**src/rtl/ram_arbiter_if.sv**
```systemverilog
// dualport_bus: single-read/single-write RAM bus with immediate grants and
// read data returned one cycle after the read grant.
interface dualport_bus #(
    parameter int AW = 32,
    parameter int DW = 32
);
    logic            rd_req;
    logic [AW-1:0]   rd_addr;
    logic            rd_gnt;
    logic [DW-1:0]   rd_data;
    logic            wr_req;
    logic [AW-1:0]   wr_addr;
    logic [DW-1:0]   wr_data;
    logic [DW/8-1:0] wr_be;
    logic            wr_gnt;
    modport master (output rd_req, rd_addr, wr_req, wr_addr, wr_data, wr_be,
                    input  rd_gnt, rd_data, wr_gnt);
    modport slave  (input  rd_req, rd_addr, wr_req, wr_addr, wr_data, wr_be,
                    output rd_gnt, rd_data, wr_gnt);
endinterface

```
**src/rtl/ram_arbiter.sv**
```systemverilog
// ram_arbiter: round-robin sharing of one dualport_bus RAM between fetch (m0) and load/store (m1).
// Optional RAM_ARB_RAW_BYPASS_EN forwards same-cycle same-word write bytes into the returned read data.
module ram_arbiter #(
    parameter int AW = 32,
    parameter int DW = 32
) (
    input  logic        clk,
    input  logic        rst,
    dualport_bus.slave  m0,
    dualport_bus.slave  m1,
    dualport_bus.master s,
    output logic        m0_rd_valid,
    output logic        m1_rd_valid
);
    logic          r_rd_last, r_wr_last, r_rd_pend, r_rd_owner;
    logic          w_rd_win, w_wr_win, w_rd_go, w_wr_go;
    logic [AW-1:0] w_rd_addr, w_wr_addr;
    logic [DW-1:0] w_rd_data;

    // win = 1 selects m1; r_*_last = 1 means m1 held the previous grant
    assign w_rd_win  = m1.rd_req & (~m0.rd_req | ~r_rd_last);
    assign w_wr_win  = m1.wr_req & (~m0.wr_req | ~r_wr_last);
    assign w_rd_addr = w_rd_win ? m1.rd_addr : m0.rd_addr;
    assign w_wr_addr = w_wr_win ? m1.wr_addr : m0.wr_addr;

    assign s.rd_req  = m0.rd_req | m1.rd_req;
    assign s.rd_addr = w_rd_addr;
    assign s.wr_req  = m0.wr_req | m1.wr_req;
    assign s.wr_addr = w_wr_addr;
    assign s.wr_data = w_wr_win ? m1.wr_data : m0.wr_data;
    assign s.wr_be   = w_wr_win ? m1.wr_be : m0.wr_be;

    assign w_rd_go   = s.rd_req & s.rd_gnt;
    assign w_wr_go   = s.wr_req & s.wr_gnt;
    assign m0.rd_gnt = w_rd_go & ~w_rd_win;
    assign m1.rd_gnt = w_rd_go & w_rd_win;
    assign m0.wr_gnt = w_wr_go & ~w_wr_win;
    assign m1.wr_gnt = w_wr_go & w_wr_win;

    always_ff @(posedge clk) begin
        if (rst) begin
            r_rd_last  <= 1'b1;
            r_wr_last  <= 1'b1;
            r_rd_pend  <= 1'b0;
            r_rd_owner <= 1'b0;
        end else begin
            r_rd_pend <= w_rd_go;
            if (w_rd_go) begin
                r_rd_last  <= w_rd_win;
                r_rd_owner <= w_rd_win;
            end
            if (w_wr_go)
                r_wr_last <= w_wr_win;
        end
    end

`ifdef RAM_ARB_RAW_BYPASS_EN
    logic            r_byp;
    logic [DW-1:0]   r_byp_data;
    logic [DW/8-1:0] r_byp_be;

    always_ff @(posedge clk) begin
        if (rst)
            r_byp <= 1'b0;
        else
            r_byp <= w_rd_go & w_wr_go & (w_rd_addr[AW-1:2] == w_wr_addr[AW-1:2]);
        r_byp_data <= s.wr_data;
        r_byp_be   <= s.wr_be;
    end

    for (genvar i = 0; i < DW/8; i++) begin : g_byp
        assign w_rd_data[8*i +: 8] = (r_byp & r_byp_be[i]) ? r_byp_data[8*i +: 8] : s.rd_data[8*i +: 8];
    end
`else
    assign w_rd_data = s.rd_data;
`endif

    assign m0.rd_data = w_rd_data;
    assign m1.rd_data = w_rd_data;
    // a read pending across reset must never surface as valid
    assign m0_rd_valid = r_rd_pend & ~rst & ~r_rd_owner;
    assign m1_rd_valid = r_rd_pend & ~rst & r_rd_owner;
endmodule

```
**src/flat_wrapper.sv**
```systemverilog
// flat-port wrapper written by rule: the top's interface ports become plain ports
module ram_arbiter_flat 
#(
    parameter int AW = 32,
    parameter int DW = 32
)
  (clk, rst, m0_rd_valid, m1_rd_valid, m0_rd_req, m0_rd_addr, m0_wr_req, m0_wr_addr, m0_wr_data, m0_wr_be, m0_rd_gnt, m0_rd_data, m0_wr_gnt, m1_rd_req, m1_rd_addr, m1_wr_req, m1_wr_addr, m1_wr_data, m1_wr_be, m1_rd_gnt, m1_rd_data, m1_wr_gnt, s_rd_req, s_rd_addr, s_wr_req, s_wr_addr, s_wr_data, s_wr_be, s_rd_gnt, s_rd_data, s_wr_gnt);
  dualport_bus #(.AW(AW), .DW(DW)) m0_i ();
  dualport_bus #(.AW(AW), .DW(DW)) m1_i ();
  dualport_bus #(.AW(AW), .DW(DW)) s_i ();
  input  logic clk;
  input  logic rst;
  output logic m0_rd_valid;
  output logic m1_rd_valid;
  input wire logic [$bits(m0_i.rd_req)-1:0] m0_rd_req;
  input wire logic [$bits(m0_i.rd_addr)-1:0] m0_rd_addr;
  input wire logic [$bits(m0_i.wr_req)-1:0] m0_wr_req;
  input wire logic [$bits(m0_i.wr_addr)-1:0] m0_wr_addr;
  input wire logic [$bits(m0_i.wr_data)-1:0] m0_wr_data;
  input wire logic [$bits(m0_i.wr_be)-1:0] m0_wr_be;
  output wire logic [$bits(m0_i.rd_gnt)-1:0] m0_rd_gnt;
  output wire logic [$bits(m0_i.rd_data)-1:0] m0_rd_data;
  output wire logic [$bits(m0_i.wr_gnt)-1:0] m0_wr_gnt;
  input wire logic [$bits(m1_i.rd_req)-1:0] m1_rd_req;
  input wire logic [$bits(m1_i.rd_addr)-1:0] m1_rd_addr;
  input wire logic [$bits(m1_i.wr_req)-1:0] m1_wr_req;
  input wire logic [$bits(m1_i.wr_addr)-1:0] m1_wr_addr;
  input wire logic [$bits(m1_i.wr_data)-1:0] m1_wr_data;
  input wire logic [$bits(m1_i.wr_be)-1:0] m1_wr_be;
  output wire logic [$bits(m1_i.rd_gnt)-1:0] m1_rd_gnt;
  output wire logic [$bits(m1_i.rd_data)-1:0] m1_rd_data;
  output wire logic [$bits(m1_i.wr_gnt)-1:0] m1_wr_gnt;
  output wire logic [$bits(s_i.rd_req)-1:0] s_rd_req;
  output wire logic [$bits(s_i.rd_addr)-1:0] s_rd_addr;
  output wire logic [$bits(s_i.wr_req)-1:0] s_wr_req;
  output wire logic [$bits(s_i.wr_addr)-1:0] s_wr_addr;
  output wire logic [$bits(s_i.wr_data)-1:0] s_wr_data;
  output wire logic [$bits(s_i.wr_be)-1:0] s_wr_be;
  input wire logic [$bits(s_i.rd_gnt)-1:0] s_rd_gnt;
  input wire logic [$bits(s_i.rd_data)-1:0] s_rd_data;
  input wire logic [$bits(s_i.wr_gnt)-1:0] s_wr_gnt;
  assign m0_i.rd_req = m0_rd_req;
  assign m0_i.rd_addr = m0_rd_addr;
  assign m0_i.wr_req = m0_wr_req;
  assign m0_i.wr_addr = m0_wr_addr;
  assign m0_i.wr_data = m0_wr_data;
  assign m0_i.wr_be = m0_wr_be;
  assign m0_rd_gnt = m0_i.rd_gnt;
  assign m0_rd_data = m0_i.rd_data;
  assign m0_wr_gnt = m0_i.wr_gnt;
  assign m1_i.rd_req = m1_rd_req;
  assign m1_i.rd_addr = m1_rd_addr;
  assign m1_i.wr_req = m1_wr_req;
  assign m1_i.wr_addr = m1_wr_addr;
  assign m1_i.wr_data = m1_wr_data;
  assign m1_i.wr_be = m1_wr_be;
  assign m1_rd_gnt = m1_i.rd_gnt;
  assign m1_rd_data = m1_i.rd_data;
  assign m1_wr_gnt = m1_i.wr_gnt;
  assign s_rd_req = s_i.rd_req;
  assign s_rd_addr = s_i.rd_addr;
  assign s_wr_req = s_i.wr_req;
  assign s_wr_addr = s_i.wr_addr;
  assign s_wr_data = s_i.wr_data;
  assign s_wr_be = s_i.wr_be;
  assign s_i.rd_gnt = s_rd_gnt;
  assign s_i.rd_data = s_rd_data;
  assign s_i.wr_gnt = s_wr_gnt;
  ram_arbiter #(.AW(AW), .DW(DW)) u_core (.clk(clk), .rst(rst), .m0(m0_i), .m1(m1_i), .s(s_i), .m0_rd_valid(m0_rd_valid), .m1_rd_valid(m1_rd_valid));
endmodule
```
**config.mk**
```make
export PLATFORM = sky130hd
export DESIGN_NAME = ram_arbiter_flat
export DESIGN_NICKNAME = d
export VERILOG_FILES = /design/src/rtl/ram_arbiter_if.sv /design/src/rtl/ram_arbiter.sv /design/src/flat_wrapper.sv
export SDC_FILE = /design/constraint.sdc
export NUM_CORES = 1
export LEC_CHECK = 0
export CELL_PAD_IN_SITES_DETAIL_PLACEMENT = 1
export CELL_PAD_IN_SITES_GLOBAL_PLACEMENT = 1
export CORE_AREA = 5 5 159 161
export CTS_CLUSTER_DIAMETER = 60
export CTS_CLUSTER_SIZE = 30
export DETAILED_ROUTE_END_ITERATION = 6
export DIE_AREA = 0 0 164 166
export PLACE_DENSITY_LB_ADDON = 0.1
export SLEW_MARGIN = 20
export SYNTH_ARGS = -nofsm -noshare
export SYNTH_HDL_FRONTEND = slang
export SYNTH_SLANG_ARGS = --single-unit
```
**constraint.sdc**
```tcl
create_clock -name clk -period 2 [get_ports clk]
set_clock_uncertainty 0.15 [all_clocks]
set_input_delay 0.4 -clock clk [delete_from_list [all_inputs] [get_ports clk]]
set_output_delay 0.4 -clock clk [all_outputs]
set_load 0.02 [all_outputs]
```
* Word-level counts from Yosys, hierarchy flattened *
Index checks and enable logic that the tools add are counted.
W data, S select, Z words.

storage, ports and cells
  flip-flop bits (word level) = 4
  input port bits = 240
  output and inout port bits = 172
  logic and storage cells = 31

operators by class
  muxes and demuxes = 4
  bitwise logic cells = 23

operator list
  operator       number
  $mux W32       3
  $and A1 B1 Y1  11
  $not A1 Y1     8
  $mux W4        1
  $or A1 B1 Y1   4

* Logic depth before layout (Yosys ltp) *
  depth after elaboration = 5
  mapped depth = 4
  mapped depth without buffers = 3

* Worst setup path before layout *
OpenSTA, ideal clock, no wires.

  path type = input -> output
  start = input m1_wr_req
  end = output s_wr_addr[22]
  arrival = 1.257 ns
  required time = 1.450 ns
  setup slack = 0.193 ns
  cell stages on the path = 4
  buffers on the path = 2
  cell sequence = a21boi_4 > buf_6 > buf_8 > mux2_4

between the ends
  word-level cells in the longest chain between the ends = 2

RTL lines
  item                line                text
  start: declaration  flat_wrapper.sv:26  input wire logic [$bits(m1_i.wr_req)-1:0] m1_wr_req;
  $and A1 B1 Y1       ram_arbiter.sv:22   assign w_wr_win = m1.wr_req & (~m0.wr_req | ~r_wr_last);
  $mux W32            ram_arbiter.sv:24   assign w_wr_addr = w_wr_win ? m1.wr_addr : m0.wr_addr;
  end: declaration    flat_wrapper.sv:36  output wire logic [$bits(s_i.wr_addr)-1:0] s_wr_addr;

No other way between the ends.

* Worst setup path in the final report *
  start = input m0_wr_req
  end = output s_wr_data[23]

between the ends
  word-level cells in the longest chain between the ends = 4

RTL lines
  item                line                text
  start: declaration  flat_wrapper.sv:17  input wire logic [$bits(m0_i.wr_req)-1:0] m0_wr_req;
  $not A1 Y1          ram_arbiter.sv:22
  $or A1 B1 Y1        ram_arbiter.sv:22
  $and A1 B1 Y1       ram_arbiter.sv:22
  $mux W32            ram_arbiter.sv:30   assign s.wr_data = w_wr_win ? m1.wr_data : m0.wr_data;
  end: declaration    flat_wrapper.sv:37  output wire logic [$bits(s_i.wr_data)-1:0] s_wr_data;

No other way between the ends.

==> results.toml <==
[synthesis]
synth_area_sq_um = 1950
netlist_instances = 197
ys_seq_area_share_pct = 4.10
yosysUniqueCellTypes = 16
yosysWarnings = 0
synth_area_leaders = "mux2_2 (52%), buf_4 (28%), mux2_4 (6.9%)"
yosysTopAreaCellShare_pct = 52.5
avgSynthCellArea_sq_um = 9.91
synth_nets = 437
ys_ff_latch = 4
synth_largest_area_cell = "mux2_2"

[cts]
numCtsBuffers = 3
cts_tree = "yes"
cts.sinks = 4
cts.root.buffer_cell = "clkbuf_16"
cts_max_level = 1
insertion_delay_ps = 220
holdBufCountCts = 0
cts_max_path_buffers = 2
cts.clk_slew.worst_paths_ps = 30

[timing]
setup_slack_ps = -228
rsz0062_at_grt = "true"
fin_crit_sh_pct = 111
max_clock_freq_mhz = 449
timing.final.crit_period_ps = 2230
worst_pin_slew_ps = 258
slew_headroom_pct = 82.7
setup_viol = 100
report.final.slew_viol_count = 0
hold_viol_final = 0
fin_tns_setup_ps = -10860

[worst_setup_path]
critPathMaxFanout = 8
path_class = "input port to output pin"
cp-start-kind = "input port"
crit_arrival_ps = 1680
r2r_slack_ps = 480
required_ps = 1450
worstSetupEndpointType = "output pin"
r2r-start = "u_core.r_rd_last"
r2r_cells = 8
reg2reg_to = "u_core.r_rd_owner"

[final_layout]
register_area_sq_um = 85.1
postLayoutCoreUtil_pct = 26.2
drive_gt1_share_pct = 56.4
syn_to_final_growth_pct = 220
num-fill-cells = 2694
multi_input_area_sq_um = 1630
final_cell_mix = "clkdlybuf4s50_1 (204), buf_6 (120), mux2_4 (93)"
final_nets = 747
layout_commonest_cell = "clkdlybuf4s50_1"
antenna_cells = 0

[placed_design]
hpwl_microns = 12000
place.gp.congestion = 0.701
port_buffers = 315

[worst_hold_path]
min_path_type = "register to register"
hold_path_depth = 1
hold_path.startpoint = "u_core.r_rd_last"
hold_path_end = "u_core.r_rd_last"

[die]
dieArea_sq_um = 27200
die_x_microns = 164
coreArea_sq_um = 23800
start_util_pct = 8.20
rows = 57
io_pins = 412
die_height_microns = 166

[run_status]
violations = "negative setup slack"
status = "complete, but fails checks"

[pwr]
pwr-share-comb_pct = 81.2
ir_drop_uv = 230
p_sw_share_pct = 31.6
power_frac_clock_pct = 14.6
pwr-share-seq_pct = 4.2
powerDensity_nw_per_um2 = 346
p_int_w = 0.00148
p_leak_nw = 2.75
switching_power_w = 0.000684

[global_routing]
grt_pass1_wl_microns = 20000
antenna_found_initial = 1
grt_max_degree = 9
grtUsageTotal_pct = 9.53
grt_pass1_vias = 3125
grt-ovfl-total = 0

[route]
drt_iter0_drc = 19
via_per_inst = 3.27
firstDrtPassIters = 4
drtAntennaViolNets = 0
wl_microns = 14500
drcViolationCount = 0
wl_per_cell_microns = 17.4
num_vias = 2711

[job]
max-cap-violations = 0
[synthesized netlist by cell type]
library cell	number
and2_1	2
or2_2	2
dfxtp_1	4
buf_6	1
a221o_1	2
buf_8	1
buf_4	72
mux2_2	91
nor3b_1	1
nor2b_1	2
nand2_1	2
mux2_4	9
and3b_1	2
a22oi_1	1
a21boi_4	2
nor2_1	3
[metrics by stage]
stage          std cells  instance area, sq um  setup WS, ps  hold WS [ps]  total power, W
2_1_floorplan        197                  1950           193           322        0.000827
3_3_place_gp         788                  5190          -943           374         0.00150
3_5_place_dp         788                  5190          -957           388         0.00151
4_1_cts              829                  6020          -300           371         0.00211
5_1_grt              829                  6250          -281           383         0.00227
6_report             829                  6250          -228           367         0.00217
[worst max-delay path: stages]
cell and delay, ps:
buf_4 130, a21boi_4 180, buf_12 130, buf_12 140, buf_12 140, buf_8 110
mux2_4 300, buf_6 130
[routing by layer]
| metal | vias to the layer above | wire length (microns) | GRT usage (%) |
|---|---|---|---|
| met1 | 1241 | 4480 | 8.35 |
| li1 | 1252 | - | - |
| met4 | 2 | 223 | 1.86 |
| met3 | 30 | 1620 | 3.67 |
| met2 | 186 | 8110 | 19.9 |
| met5 | - | 20 | 0 |
[how the worst max path moves through the flow]
stage / start / to / slack, ps / cells past startpoint
after floorplan: m1_wr_req / s_wr_addr[22] / 190 / 4
after global placement: m0_wr_req / s_wr_data[12] / -940 / 6
after detailed placement: m0_wr_req / s_wr_data[12] / -960 / 6
after CTS: u_core.r_wr_last / s_wr_addr[2] / -300 / 7
after global routing: u_core.r_wr_last / s_wr_data[27] / -280 / 7
final: m0_wr_req / s_wr_data[23] / -230 / 8
[registers in the layout, summed over array words and instances, names as in the netlist]
signal,cells
u_core.r_rd_last,1
u_core.r_rd_owner,1
u_core.r_rd_pend,1
u_core.r_wr_last,1
[power groups by stage]
stage / Combinational (W) / Sequential, W / Clock (W)
after CTS: 0.00169 / 0.0000905 / 0.000324
after floorplan: 0.000737 / 0.0000905 / 0
after detailed placement: 0.00141 / 0.0000912 / 0
after global routing: 0.00184 / 0.0000911 / 0.000334
after global placement: 0.00141 / 0.0000913 / 0
final: 0.00176 / 0.0000903 / 0.000316
[layout make-up]
type | instances | area share, %
Timing Repair Buffer | 379 | 64.9
Multi-Input combinational cell | 119 | 26.0
Tap cell | 324 | 6.49
Sequential cell | 4 | 1.36
Clock buffer | 3 | 1.20
[logic make-up after synthesis]
logic type	after synthesis	synth area share [%]
AND/OR/NAND/NOR	14	4.16
AO/OA/AOI/OAI	5	3.33
buffers and inverters	74	29.0
flip-flops	4	4.10
multiplexers	100	59.4
[repair_timing]
action	CTS	global route
cloned	7	0
pin swaps	3	2
resized for setup	684	107
endpoints found under the setup margin	108	104
buffers inserted	31	13
Note: power is estimated with default switching activity, not from simulation.
